### config.mk
export PLATFORM = sky130hd
export DESIGN_NAME = cdb_arbiter_flat
export DESIGN_NICKNAME = d
export VERILOG_FILES = /design/src/rtl/cdb_arbiter_if.sv /design/src/rtl/cdb_arbiter.sv /design/src/flat_wrapper.sv
export SDC_FILE = /design/constraint.sdc
export NUM_CORES = 1
export LEC_CHECK = 0
export ABC_AREA = 1
export ABC_CLOCK_PERIOD_IN_PS = 2750
export BUFFER_PORTS_ARGS = -buffer_cell sky130_fd_sc_hd__buf_2
export CORE_ASPECT_RATIO = 2
export CORE_MARGIN = 8
export CORE_UTILIZATION = 29
export CTS_BUF_LIST = sky130_fd_sc_hd__clkbuf_4
export CTS_CLUSTER_DIAMETER = 30
export CTS_CLUSTER_SIZE = 8
export DETAILED_ROUTE_END_ITERATION = 10
export PLACE_DENSITY = 0.45
export SYNTH_ARGS = -nofsm -noshare
export SYNTH_HDL_FRONTEND = slang
export SYNTH_SLANG_ARGS = --single-unit
export TNS_END_PERCENT = 20
### constraint.sdc
create_clock -name clk_i -period 2.75 [get_ports clk_i]
set_input_delay 0.275 -clock clk_i [delete_from_list [all_inputs] [get_ports clk_i]]
set_output_delay 0.275 -clock clk_i [all_outputs]
set_load 0.01 [all_outputs]
### src/rtl/cdb_arbiter_if.sv
// CDB arbiter bus bundle: FU writeback handshakes in, CDB broadcast out.
// slave = arbiter side, master = FU / ROB side.
interface cdb_arbiter_if #(
  parameter int NUM_REQ       = 4,
  parameter int PAYLOAD_WIDTH = 16,
  parameter int FIFO_DEPTH    = 2
);
  localparam int SW = $clog2(NUM_REQ);
  localparam int CW = $clog2(FIFO_DEPTH + 1);

  logic                             flush_i;
  logic [NUM_REQ-1:0]               req_v_i;
  logic [NUM_REQ*PAYLOAD_WIDTH-1:0] req_data_i;
  logic [NUM_REQ-1:0]               req_ready_o;
  logic                             wb_v_o;
  logic [PAYLOAD_WIDTH-1:0]         wb_data_o;
  logic [SW-1:0]                    wb_src_o;
  logic [NUM_REQ*CW-1:0]            occupancy_o;

  modport slave (
    input  flush_i,
    input  req_v_i,
    input  req_data_i,
    output req_ready_o,
    output wb_v_o,
    output wb_data_o,
    output wb_src_o,
    output occupancy_o
  );

  modport master (
    output flush_i,
    output req_v_i,
    output req_data_i,
    input  req_ready_o,
    input  wb_v_o,
    input  wb_data_o,
    input  wb_src_o,
    input  occupancy_o
  );
endinterface

### src/rtl/cdb_arbiter.sv
// CDB writeback arbiter: per-FU FIFOs, one registered broadcast per cycle.
// Define CDB_ARB_FIXED_PRIO_EN for lowest-index-wins instead of round-robin.
module cdb_arbiter #(
  parameter int NUM_REQ       = 4,
  parameter int PAYLOAD_WIDTH = 16,
  parameter int FIFO_DEPTH    = 2
) (
  input  logic         clk_i,
  input  logic         reset_i,
  cdb_arbiter_if.slave bus
);
  localparam int SW = $clog2(NUM_REQ);
  localparam int CW = $clog2(FIFO_DEPTH + 1);
  localparam int AW = $clog2(FIFO_DEPTH);

  typedef logic [PAYLOAD_WIDTH-1:0] pl_t;

  pl_t              mem_q [NUM_REQ][FIFO_DEPTH];
  logic [AW-1:0]    rd_q  [NUM_REQ];
  logic [AW-1:0]    wr_q  [NUM_REQ];
  logic [CW-1:0]    cnt_q [NUM_REQ];
  logic [CW-1:0]    cnt_d [NUM_REQ];
  pl_t              head  [NUM_REQ];

  logic [NUM_REQ-1:0] ready;
  logic [NUM_REQ-1:0] push;
  logic [NUM_REQ-1:0] pop;
  logic [NUM_REQ-1:0] nempty;
  logic [NUM_REQ*CW-1:0] occ;

  logic          any;
  logic [SW-1:0] win;
  logic          grant;

  logic                     wb_v_q;
  logic [PAYLOAD_WIDTH-1:0] wb_data_q;
  logic [SW-1:0]            wb_src_q;

  // Ready comes from the registered count only: no pop->ready path.
  always_comb begin
    ready  = '0;
    push   = '0;
    nempty = '0;
    occ    = '0;
    for (int k = 0; k < NUM_REQ; k++) begin
      ready[k]  = ~reset_i & (cnt_q[k] != CW'(FIFO_DEPTH));
      push[k]   = bus.req_v_i[k] & ready[k];
      nempty[k] = (cnt_q[k] != '0);
      head[k]   = mem_q[k][rd_q[k]];
      occ[k*CW +: CW] = cnt_q[k];
    end
  end

`ifdef CDB_ARB_FIXED_PRIO_EN
  always_comb begin
    any = 1'b0;
    win = '0;
    for (int i = NUM_REQ - 1; i >= 0; i--) begin
      if (nempty[i]) begin
        any = 1'b1;
        win = SW'(i);
      end
    end
  end
`else
  logic [SW-1:0] ptr_q;
  logic [SW-1:0] ptr_d;

  // Scan backwards so the last hit is the first after ptr.
  always_comb begin
    int idx;
    any = 1'b0;
    win = '0;
    for (int i = NUM_REQ; i >= 1; i--) begin
      idx = int'(ptr_q) + i;
      if (idx >= NUM_REQ) idx = idx - NUM_REQ;
      if (nempty[SW'(idx)]) begin
        any = 1'b1;
        win = SW'(idx);
      end
    end
  end

  always_comb begin
    ptr_d = ptr_q;
    if (grant) ptr_d = win;
  end

  always_ff @(posedge clk_i or posedge reset_i) begin
    if (reset_i) ptr_q <= SW'(NUM_REQ - 1);
    else         ptr_q <= ptr_d;
  end
`endif

  assign grant = any & ~bus.flush_i;

  always_comb begin
    pop = '0;
    for (int k = 0; k < NUM_REQ; k++) begin
      pop[k]   = any & (win == SW'(k));
      cnt_d[k] = cnt_q[k] + CW'(push[k]) - CW'(pop[k]);
    end
  end

  always_ff @(posedge clk_i or posedge reset_i) begin
    if (reset_i) begin
      for (int k = 0; k < NUM_REQ; k++) begin
        cnt_q[k] <= '0;
        rd_q[k]  <= '0;
        wr_q[k]  <= '0;
      end
    end else if (bus.flush_i) begin
      for (int k = 0; k < NUM_REQ; k++) begin
        cnt_q[k] <= '0;
        rd_q[k]  <= '0;
        wr_q[k]  <= '0;
      end
    end else begin
      for (int k = 0; k < NUM_REQ; k++) begin
        cnt_q[k] <= cnt_d[k];
        if (push[k]) wr_q[k] <= wr_q[k] + AW'(1);
        if (pop[k])  rd_q[k] <= rd_q[k] + AW'(1);
      end
    end
  end

  always_ff @(posedge clk_i) begin
    for (int k = 0; k < NUM_REQ; k++) begin
      if (push[k] && !bus.flush_i)
        mem_q[k][wr_q[k]] <=
          bus.req_data_i[k*PAYLOAD_WIDTH +: PAYLOAD_WIDTH];
    end
  end

  always_ff @(posedge clk_i or posedge reset_i) begin
    if (reset_i) begin
      wb_v_q    <= 1'b0;
      wb_data_q <= '0;
      wb_src_q  <= '0;
    end else begin
      wb_v_q <= grant;
      if (grant) begin
        wb_data_q <= head[win];
        wb_src_q  <= win;
      end
    end
  end

  assign bus.req_ready_o = ready;
  assign bus.wb_v_o      = wb_v_q;
  assign bus.wb_data_o   = wb_data_q;
  assign bus.wb_src_o    = wb_src_q;
  assign bus.occupancy_o = occ;
endmodule

### src/flat_wrapper.sv
// flat-port wrapper written by rule: the top's interface ports become plain ports
module cdb_arbiter_flat 
#(
  parameter int NUM_REQ       = 4,
  parameter int PAYLOAD_WIDTH = 16,
  parameter int FIFO_DEPTH    = 2
)
  (clk_i, reset_i, bus_flush_i, bus_req_v_i, bus_req_data_i, bus_req_ready_o, bus_wb_v_o, bus_wb_data_o, bus_wb_src_o, bus_occupancy_o);
  cdb_arbiter_if #(.NUM_REQ(NUM_REQ), .PAYLOAD_WIDTH(PAYLOAD_WIDTH), .FIFO_DEPTH(FIFO_DEPTH)) bus_i ();
  input  logic clk_i;
  input  logic reset_i;
  input wire logic [$bits(bus_i.flush_i)-1:0] bus_flush_i;
  input wire logic [$bits(bus_i.req_v_i)-1:0] bus_req_v_i;
  input wire logic [$bits(bus_i.req_data_i)-1:0] bus_req_data_i;
  output wire logic [$bits(bus_i.req_ready_o)-1:0] bus_req_ready_o;
  output wire logic [$bits(bus_i.wb_v_o)-1:0] bus_wb_v_o;
  output wire logic [$bits(bus_i.wb_data_o)-1:0] bus_wb_data_o;
  output wire logic [$bits(bus_i.wb_src_o)-1:0] bus_wb_src_o;
  output wire logic [$bits(bus_i.occupancy_o)-1:0] bus_occupancy_o;
  assign bus_i.flush_i = bus_flush_i;
  assign bus_i.req_v_i = bus_req_v_i;
  assign bus_i.req_data_i = bus_req_data_i;
  assign bus_req_ready_o = bus_i.req_ready_o;
  assign bus_wb_v_o = bus_i.wb_v_o;
  assign bus_wb_data_o = bus_i.wb_data_o;
  assign bus_wb_src_o = bus_i.wb_src_o;
  assign bus_occupancy_o = bus_i.occupancy_o;
  cdb_arbiter #(.NUM_REQ(NUM_REQ), .PAYLOAD_WIDTH(PAYLOAD_WIDTH), .FIFO_DEPTH(FIFO_DEPTH)) u_core (.clk_i(clk_i), .reset_i(reset_i), .bus(bus_i));
endmodule
==> results.cfg <==
[run_status]
outcome = completed

[layout]
area_delta_synth_final_pct = 25.7
final_nets = 904
final_cells = 1129
drive_above_1_share_pct = 20.2
final_util_pct = 36.8
fillers = 2463

[pwr]
intPower_mw = 5.28
combPwrFrac_pct = 51.2
powerDensity_mw_per_mm2 = 1070
vdd_drop_max_mv = 0.586
switching_share_pct = 45.0
clkPwrFrac_pct = 15.3
p_leak_nw = 3.93
p_seq_share_pct = 33.4
p_sw_mw = 4.33

[clock_tree]
cts_tree = done
cts-root-buf = clkbuf_4
postCtsSetupBuffers = 0
cts.sinks = 165
htreeDepth = 4
clk_pin_slew_worst_paths_ps = 120
cts_made_buffers = 17
clk-insertion-delay-late_ps = 580
clock_path_buffers = 2

[global_routing]
grt_pass1_wl_microns = 30700
antenna_found_initial = 1
grt_max_degree = 33
grt.overflow.total = 0
track_usage_pct = 13.9
grt_pass1_vias = 5585

[yosys]
netlist_area_sq_mm = 0.00712
synth_nets = 725
postSynth.asyncResetShare_pct = 22.4
ys_ff_latch = 165
synth-edff-count = 128
synthFlopType = edfxtp_1
avgSynthCellArea_sq_um = 11.0
synth_cell_types = 31
yosysSeqAreaShare_pct = 67.1
yosysWarnings = 0
netlist_instances = 646

[critical_path]
cp-start-kind = register
crit_family = simple AND/OR/NAND/NOR gates
reg2reg_depth = 17
cp.arrival_ps = 3020
slowest_delay_ps = 450
critical_path.max_fanout = 15
cpMostUsedCell = nand2_1
end_kind = register
worst-path-buf-inv = 4
path_cells = nor2_1 > nand2_1 > nand3_1 > nand2_1 > inv_2 > nand2_1 > nand2_2 > nand2_4 > nand2_8 > inv_2 > nand2_1 > inv_1 > ha_1 > inv_1 > ha_1 > xor2_1 > nor2_1
crit_slowest_cell = dfrtp_1
crit_type = register to register
rrSetupSlack_ps = 240
cp.required_ps = 3260
cp.depth = 17

[floorplan]
fp.dieH_microns = 238
chipWidth_microns = 127
pin_count = 102
die_area_sq_mm = 0.0301
core.rowCount = 81
coreArea_sq_mm = 0.0243
start_util_pct = 29.3

[place]
place_inst = 1030
gpl.final_weighted_congestion = 0.888
post-dp-hpwl_microns = 15400
portBuffers = 101

[sta]
hold_ws_ps = 78.6
setup_viol = 0
period_minus_slack_ps = 2510
slew_headroom_pct = 47.3
fin_crit_sh_pct = 91.2
skew_ps = 16.2
fin_tns_setup_ps = 0
worst_pin_slew_ps = 790
max_freq_mhz = 399
hold_viol_final = 0
grt_setup_unrepaired = no
slew_viol_final = 0

[run]
max_cap_viol_count = 0

[routing]
wl_per_cell_microns = 17.8
drc = 0
wirelength_microns = 20100
vias = 5088
drt_iter0_markers = 272
avgViaCountPerCell = 4.51
dr.pass1.iters = 4
detail-route-antenna-nets = 0

[min_path]
hold_depth = 4
hold_class = input pin to register
-- synthesized netlist by cell type, drive strengths merged (4+ instances only) --
cell    instances  area share, %
nand2         273             15
edfxtp        128             54
nand3          57            4.1
dfrtp          35             12
mux2i          32            4.5
inv            29            1.5
nor2           25            1.6
buf            18            1.7
clkbuf          9           0.47
ha              8            1.4
a21oi           7           0.49
o21ai           5           0.35
o22ai           4           0.35
xnor2           4           0.49
xor2            4           0.49
-- layout make-up --
type | count | area [sq um] | area share (%)
Sequential cell | 165 | 4770 | 53.4
Multi-Input combinational cell | 422 | 2070 | 23.1
Timing Repair Buffer | 187 | 1320 | 14.7
Tap cell | 290 | 363 | 4.06
Clock inverter | 13 | 158 | 1.76
Clock buffer | 19 | 143 | 1.59
Inverter | 32 | 123 | 1.37
Antenna cell | 1 | 2.50 | 0.0280
-- worst min-delay path: cells and delay by family --
family / cells / cell delay (ps)
compound gates: 1 / 80
buf+inv: 2 / 190
simple gates: 1 / 60
-- path summary, 6_finish.rpt --
check,start,end
worst min register to register,u_core.bus.wb_data_o[13]$_DFFE_PP0P_,u_core.bus.wb_data_o[13]$_DFFE_PP0P_
worst max register to register,u_core.bus.occupancy_o[3]$_DFF_PP0_,u_core.bus.occupancy_o[5]$_DFF_PP0_
worst min-delay path,bus_req_v_i[1],u_core.wr_q[2]$_DFFE_PP0P_
min in group asynchronous,reset_i,u_core.bus.occupancy_o[0]$_DFF_PP0_
max in group asynchronous,reset_i,u_core.ptr_q[0]$_DFFE_PP1P_
worst max-delay path,u_core.bus.occupancy_o[3]$_DFF_PP0_,u_core.bus.occupancy_o[5]$_DFF_PP0_
-- timing repair --
action / 4_1_cts / 5_1_grt
resized for setup: 0 / 2
endpoints found under the setup margin: 0 / 1
hold endpoints to repair: 141 / 0
hold buffers: 66 / 0
-- placed cells by master, fill, tap and decap left out, types with 7 or more instances in the layout --
cell           netlist  routed
nand2_1            264     264
edfxtp_1           128     128
buf_2               11     101
dlygate4sd3_1        0      66
nand3_1             56      56
dfrtp_1             35      35
mux2i_1             32      32
inv_1               24      24
nor2_1              23      23
buf_4                4      20
clkbuf_4             0      19
ha_1                 8       8
a21oi_1              7       7
-- power by group through the flow --
stage	clock (mW)	combinational [mW]	sequential (mW)
final	1.47	4.93	3.21
after global routing	1.62	5.58	3.25
after CTS	1.54	5.01	3.21
after detailed placement	0	4.90	3.27
after global placement	0	4.83	3.25
after floorplan	0	3.52	3.27
-- cells by family (layout without fill, tap and decap cells) --
group | Yosys count | after routing | share of synthesized area, %
AND/OR/NAND/NOR | 358 | 358 | 21.0
flip-flops | 165 | 165 | 67.1
buffers and inverters | 59 | 251 | 3.89
multiplexers | 32 | 32 | 4.50
AO/OA/AOI/OAI | 16 | 16 | 1.20
adder cells (fa/ha/maj) | 8 | 8 | 1.41
XOR/XNOR | 8 | 8 | 0.985
other | 0 | 1 | 0
-- state kept, by name, summed over array words and instances, names as in the netlist --
| signal | cells |
|---|---|
| u_core.rd_q | 4 |
| u_core.bus.wb_v_o | 1 |
| u_core.mem_q | 128 |
| u_core.bus.occupancy_o | 8 |
| u_core.bus.wb_data_o | 16 |
| u_core.wr_q | 4 |
| u_core.bus.wb_src_o | 2 |
| u_core.ptr_q | 2 |
-- per-layer routing --
layer	GRT usage, %	routed length, microns	part of all wire [%]
met5	0	0	0
met4	7.62	775	3.9
met2	27.2	11700	58
met1	12.5	6710	33
met3	3.41	867	4.3
-- through the flow --
step                area (sq um)  total power [mW]  setup WS (ps)
finish                      8940              9.61            242
global route                8940              10.5           57.6
CTS                         8940              9.76            238
detailed placement          7980              8.18            264
global placement            7980              8.08            409
floorplan                   7120              6.79            516
(Power assumes the default switching activity.)
